$ cat config.mk
export PLATFORM = sky130hd
export DESIGN_NAME = turn_ctrl
export DESIGN_NICKNAME = d
export VERILOG_FILES = /design/src/rtl/turn_ctrl.sv
export SDC_FILE = /design/constraint.sdc
export NUM_CORES = 1
export LEC_CHECK = 0
export CAP_MARGIN = 20
export CORE_MARGIN = 2
export CORE_UTILIZATION = 50
export CTS_CLUSTER_SIZE = 40
export DETAILED_ROUTE_END_ITERATION = 8
export PLACE_DENSITY = 0.83
export SYNTH_ARGS = -nofsm -noshare
export SYNTH_HDL_FRONTEND = slang
export SYNTH_SLANG_ARGS = --single-unit
$ cat constraint.sdc
create_clock -name clk -period 1.4 [get_ports clk]
set_input_delay 0.14 -clock clk [delete_from_list [all_inputs] [get_ports clk]]
set_output_delay 0.14 -clock clk [all_outputs]
set_load 0.01 [all_outputs]
$ cat src/rtl/turn_ctrl.sv
// Turn-signal input conditioner: synchronizes and debounces the left/right/hazard
// switches, resolves the lamp mode and paces both tail-light sequencers.
module turn_ctrl #(
  parameter int unsigned DEBOUNCE = 4,
  parameter int unsigned TICK_DIV = 8
) (
  input  logic       clk,
  input  logic       reset,
  input  logic       left_req,
  input  logic       right_req,
  input  logic       hazard_req,
  output logic [1:0] mode,
  output logic       left_in,
  output logic       right_in,
  output logic       step,
  output logic       seq_clr
);

  localparam int unsigned DW = $clog2(DEBOUNCE) + 1;
  localparam int unsigned TW = $clog2(TICK_DIV);
  localparam int unsigned NREQ = 3;
  localparam logic [DW-1:0] DB_MAX   = DW'(DEBOUNCE - 1);
  localparam logic [TW-1:0] TICK_MAX = TW'(TICK_DIV - 1);

  typedef enum logic [1:0] {
    IDLE   = 2'b00,
    LEFT   = 2'b01,
    RIGHT  = 2'b10,
    HAZARD = 2'b11
  } mode_e;

  // Bit order: [0] left, [1] right, [2] hazard.
  logic [NREQ-1:0] raw;
  logic [NREQ-1:0] sync1;
  logic [NREQ-1:0] sync2;
  logic [NREQ-1:0] deb;
  logic [DW-1:0]   db_cnt [NREQ];
  logic [TW-1:0]   tick;
  mode_e           mode_q;
  mode_e           mode_d;
  logic            mode_chg;

  assign raw = {hazard_req, right_req, left_req};

  // Two-flop synchronizer on each raw switch.
  always_ff @(posedge clk or negedge reset) begin
    if (!reset) begin
      sync1 <= '0;
      sync2 <= '0;
    end else begin
      sync1 <= raw;
      sync2 <= sync1;
    end
  end

  // Debounced value follows only after DEBOUNCE consecutive differing cycles.
  always_ff @(posedge clk or negedge reset) begin
    if (!reset) begin
      deb <= '0;
      for (int i = 0; i < int'(NREQ); i++) db_cnt[i] <= '0;
    end else begin
      for (int i = 0; i < int'(NREQ); i++) begin
        if (sync2[i] == deb[i]) begin
          db_cnt[i] <= '0;
        end else if (db_cnt[i] == DB_MAX) begin
          deb[i]    <= sync2[i];
          db_cnt[i] <= '0;
        end else begin
          db_cnt[i] <= db_cnt[i] + DW'(1);
        end
      end
    end
  end

  // Priority resolution; left+right together is treated as hazard.
  always_comb begin
    mode_d = IDLE;
    if (deb[2] || (deb[0] && deb[1])) begin
      mode_d = HAZARD;
    end else if (deb[0]) begin
      mode_d = LEFT;
    end else if (deb[1]) begin
      mode_d = RIGHT;
    end
  end

  assign mode_chg = (mode_d != mode_q);

  // Mode register, restart pulse and step pacing counter.
  always_ff @(posedge clk or negedge reset) begin
    if (!reset) begin
      mode_q  <= IDLE;
      seq_clr <= 1'b0;
      tick    <= '0;
    end else begin
      mode_q  <= mode_d;
      seq_clr <= mode_chg;
      if (mode_chg || (mode_q == IDLE) || (tick == TICK_MAX)) begin
        tick <= '0;
      end else begin
        tick <= tick + TW'(1);
      end
    end
  end

  assign mode     = mode_q;
  assign left_in  = (mode_q == LEFT)  || (mode_q == HAZARD);
  assign right_in = (mode_q == RIGHT) || (mode_q == HAZARD);
  assign step     = (mode_q != IDLE) && (tick == TICK_MAX);

endmodule
## After elaboration in Yosys (flattened, before gate mapping)

Cells that the tools add are included.

- Logic and storage cells: 51
- Register bits after elaboration: 24
- Output and inout port bits: 6
- Bits of input ports: 5

- Equal/unequal tests: 11
- Reductions and logical operators: 12
- Add/subtract/negate cells: 4
- Bitwise operators: 3
- Mux-type cells: 10

Operators by type and width:

| kind | number |
|---|---|
| 3-bit two-way mux | 7 |
| 3-bit by 1-bit adder with 3-bit output (second input constant) | 4 |
| 3-bit by 2-bit equality test with 1-bit output (second input constant) | 3 |
| 2-bit two-way mux | 3 |
| 2-bit AND reduction | 3 |
| 1-bit logical OR | 5 |
| 2-bit equality test (second input constant) | 2 |
| 1-bit equality test | 3 |
| 3-bit equality test (second input constant) | 1 |
| 1-bit NOT | 3 |
| 2-bit by 1-bit equality test with 1-bit output (second input constant) | 1 |
| 1-bit logical AND | 2 |
| 2-bit zero test | 1 |
| 2-bit inequality test | 1 |
| 2-bit nonzero test | 1 |

## Depth between registers and ports, before layout

- Depth in word-level cells: 7
- Mapped depth: 4
- Mapped depth without buffers: 4

## Worst setup path before layout

Ideal clock, no wire load.

- Kind: register to register
- From: reg mode_q[1] (netlist: mode[1])
- To: reg tick[0]
- Period minus slack after synthesis: 1.293 ns
- Library setup time: 0.138 ns
- Setup slack: 0.107 ns
- Arrival: 1.154 ns
- Stages on the path, launching flop included: 4
- Path through: dfrtp_1 -> and3_2 -> o31ai_1 -> a211oi_2

- Cells in the longest elaborated chain, start to end: 4

Ends and longest elaborated chain:

| what | line | RTL |
|---|---|---|
| from (decl) | 39 | `mode_e mode_q;` |
| from (signal assigned) | 96 | `mode_q <= mode_d;` |
| 2-bit inequality test or 2-bit zero test (tied branches) | 87, 98 |  |
| 1-bit logical OR * (2 in series) | 98 | `if (mode_chg \|\| (mode_q == IDLE) \|\| (tick == TICK_MAX)) begin` |
| 3-bit two-way mux * | 98 |  |
| to (signal assigned) | 101 | `tick <= tick + TW'(1);` |
| to (decl) | 38 | `logic [TW-1:0] tick;` |

Every way passes the cells marked *; elsewhere a longest branch is shown, timed or not.
A chain may end at the register's enable or synchronous reset.

## Worst setup path after layout

- From: reg tick[0]
- To: out step

- Cells in the longest elaborated chain, start to end: 2

Ends and longest elaborated chain:

| what | line | RTL |
|---|---|---|
| 3-bit equality test | 109 | `assign step = (mode_q != IDLE) && (tick == TICK_MAX);` |
| 1-bit logical AND | 109 |  |
| to (decl) | 15 | `output logic step,` |

Every way passes these cells.

==> results <==
cells by family after synthesis:
kind of cell             share of synthesized area [%]
XOR/XNOR                                          4.69
AND/OR/NAND/NOR                                   15.8
AO/OA/AOI/OAI                                     4.02
adder cells (fa/ha/maj)                           6.70
flip-flops                                        64.3
buffers and inverters                            0.805
multiplexers                                      3.62
timing repair:
item                                    4_1_cts  5_1_grt
pin swaps                                     1        0
buffers inserted                              3        1
resized for setup                             9        6
hold buffers                                  0        0
endpoints found under the setup margin        5        8
gates cloned                                  0        0
sequential cells by signal, summed over array words and instances (netlist names):
signal,cells
db_cnt,9
tick,3
sync1,3
deb,3
sync2,3
seq_clr,1
mode,2
worst paths after layout:
check,startpoint,cells after the start,slack [ns],end
max reg2reg,deb[0],3,0.02,tick[0]
min in group clk,left_req,1,0.27,sync1[0]
min,reset,2,0.18,db_cnt[4]
max,tick[0],4,0.0001,step
min reg2reg,sync1[0],0,0.36,sync2[0]
max in group asynchronous,reset,2,0.98,mode[1]
cell usage in the layout, fill, tap and decap left out:
cell,count
or2_4,1
and3_2,1
xnor2_1,5
ha_1,3
ha_4,1
nand2_1,2
nor4b_2,1
buf_2,1
dfrtp_1,21
o21a_1,1
dfrtp_2,3
and2_1,1
ha_2,1
or3_4,1
a21oi_1,2
mux2_2,3
nor3b_1,6
dlymetal6s2s_1,4
nor2b_1,3
nand2b_1,2
nor3_1,3
buf_4,9
clkdlybuf4s50_1,5
a211oi_2,1
clkbuf_4,3
or2_2,1
o31ai_1,1
power by group through the flow:
stage / sequential [mW] / combinational (mW) / clock, mW
after detailed placement: 1.05 / 0.779 / 0
after global routing: 1.05 / 0.972 / 0.314
after floorplan: 1.04 / 0.475 / 0
after CTS: 1.02 / 0.889 / 0.289
after global placement: 1.03 / 0.751 / 0
final: 1.02 / 0.871 / 0.279
final cells by class:
type,count,area [um^2]
flip-flops and latches,24,604
fillers,149,568
multi-input cells,40,347
repair buffers,19,173
well taps,25,31.3
clock buffers,3,22.5
per-stage QoR:
| stage | hold WS, ns | setup slack, ns | instance area (um^2) | instances | total power, mW |
|---|---|---|---|---|---|
| floorplan | -0.156 | 0.107 | 933 | 66 | 1.52 |
| global placement | 0.334 | -0.0321 | 1090 | 104 | 1.78 |
| detailed placement | 0.336 | -0.0577 | 1090 | 104 | 1.83 |
| CTS | 0.179 | -0.00829 | 1150 | 110 | 2.19 |
| global route | 0.211 | -0.0584 | 1180 | 111 | 2.34 |
| finish | 0.178 | 0.000115 | 1180 | 111 | 2.17 |
metal layers:
metal / vias to the layer above / wire length [um] / global-route usage (%)
li1: 268 / - / -
met1: 284 / 583 / 18.5
met2: 9 / 794 / 29.3
met3: 0 / 44 / 2.31
met4: 0 / 0 / 5.00
met5: - / 0 / 0
critical path, cell delays in order (launching register included):
cell and delay [ns]:
dfrtp_1 0.40, ha_2 0.19, ha_4 0.16, o21a_1 0.09
buf_2 0.13
==> qor.yml <==
place:
  port_buffers: 10
  place_congestion: 0.708
  hpwl_um: 964
setup_path:
  critPathKind: "flop to primary output"
  crit_path_end_kind: "primary output"
  worstPathRequired_ns: 1.26
  start_kind: "flop"
  crit_arrival_ns: 1.26
  worstPathMaxFanout: 2
power:
  combPwrFrac_pct: 40.1
  p_sw_mw: 0.671
  leakagePower_nw: 0.547
  p_int_mw: 1.50
  p_clk_share_pct: 12.8
  p_seq_share_pct: 47.0
  p_sw_share_pct: 30.9
  peakVddDrop_uv: 898
  p_per_area_nw_per_um2: 1840
synth:
  syn_inst: 66
  synthTopCellsByArea: "dfrtp_1, ha_1, nor3b_1, xnor2_1, mux2_2"
  synthTopCellsByCount: "dfrtp_1, nor3b_1, ha_1, xnor2_1"
  yosys_warnings: 0
  ys_async_sr_fraction_pct: 100
  yosys.area.top_type: "dfrtp_1"
  yosysMostFrequentCell: "dfrtp_1"
  ys_seq_area_share_pct: 64.3
  ys.flop_type: "dfrtp_1"
  synth.distinct_cells: 20
  syn_avg_cell_area_um2: 14.1
  ys_ff_latch: 24
  yosysTopAreaCellShare_pct: 64.3
  synthesis.area_um2: 933
  syn_nets: 76
  synth_edf_count: 0
route:
  drt-initial-drc-count: 6
  dr.pass1.iters: 4
  ant_nets: 0
  avgRoutedWirePerCell_um: 12.8
  viasPerCell: 5.05
  drt-total-wl_mm: 1.42
  vias: 561
  drc: 0
clock_network:
  cts_sinks: 24
  clock_latency_ns: 0.30
  h-tree-depth: 1
  root_buffer: "clkbuf_4"
  cts_tree: "built"
  clockBufferDepth: 2
  cts_buffers: 3
  path_clk_slew_ns: 0.12
worst_hold_path:
  hp-class: "input port to asynchronous set/reset pin"
layout:
  post-route-util_pct: 67.5
  fin_nets: 98
  area_delta_synth_final_pct: 26.1
  antenna_cells: 0
  drive_gt1_share_pct: 31.4
timing:
  slew_viol_final: 0
  period_share_pct: 100
  fin_crit_ns: 1.40
  tightestPinTransition_ns: 0.290
  relSlewSlack_pct: 80.6
  rsz0062_at_grt: "true"
  fin_skew_ns: 0.00387
  final.setup.tns_ns: 0
  max_freq_mhz: 714
  setup_violations: 0
  finalHoldViolCount: 0
grt:
  grt_pass1_wl_mm: 2.46
  overflow: 0
  grt_pass1_vias: 597
  track_usage_pct: 15.7
  grt_antenna_before_repair: 0
  grt_max_degree: 25
floorplanning:
  die_x_um: 47.2
  dieArea_um2: 2230
  ios: 11
  rows: 15
  fp.coreArea_um2: 1750
  start_util_pct: 53.5
  die_h_um: 47.2
run_status:
  outcome: "finished, final reports clean"
job:
  drv_cap: 0
Note: power is estimated with default switching activity, not from simulation.
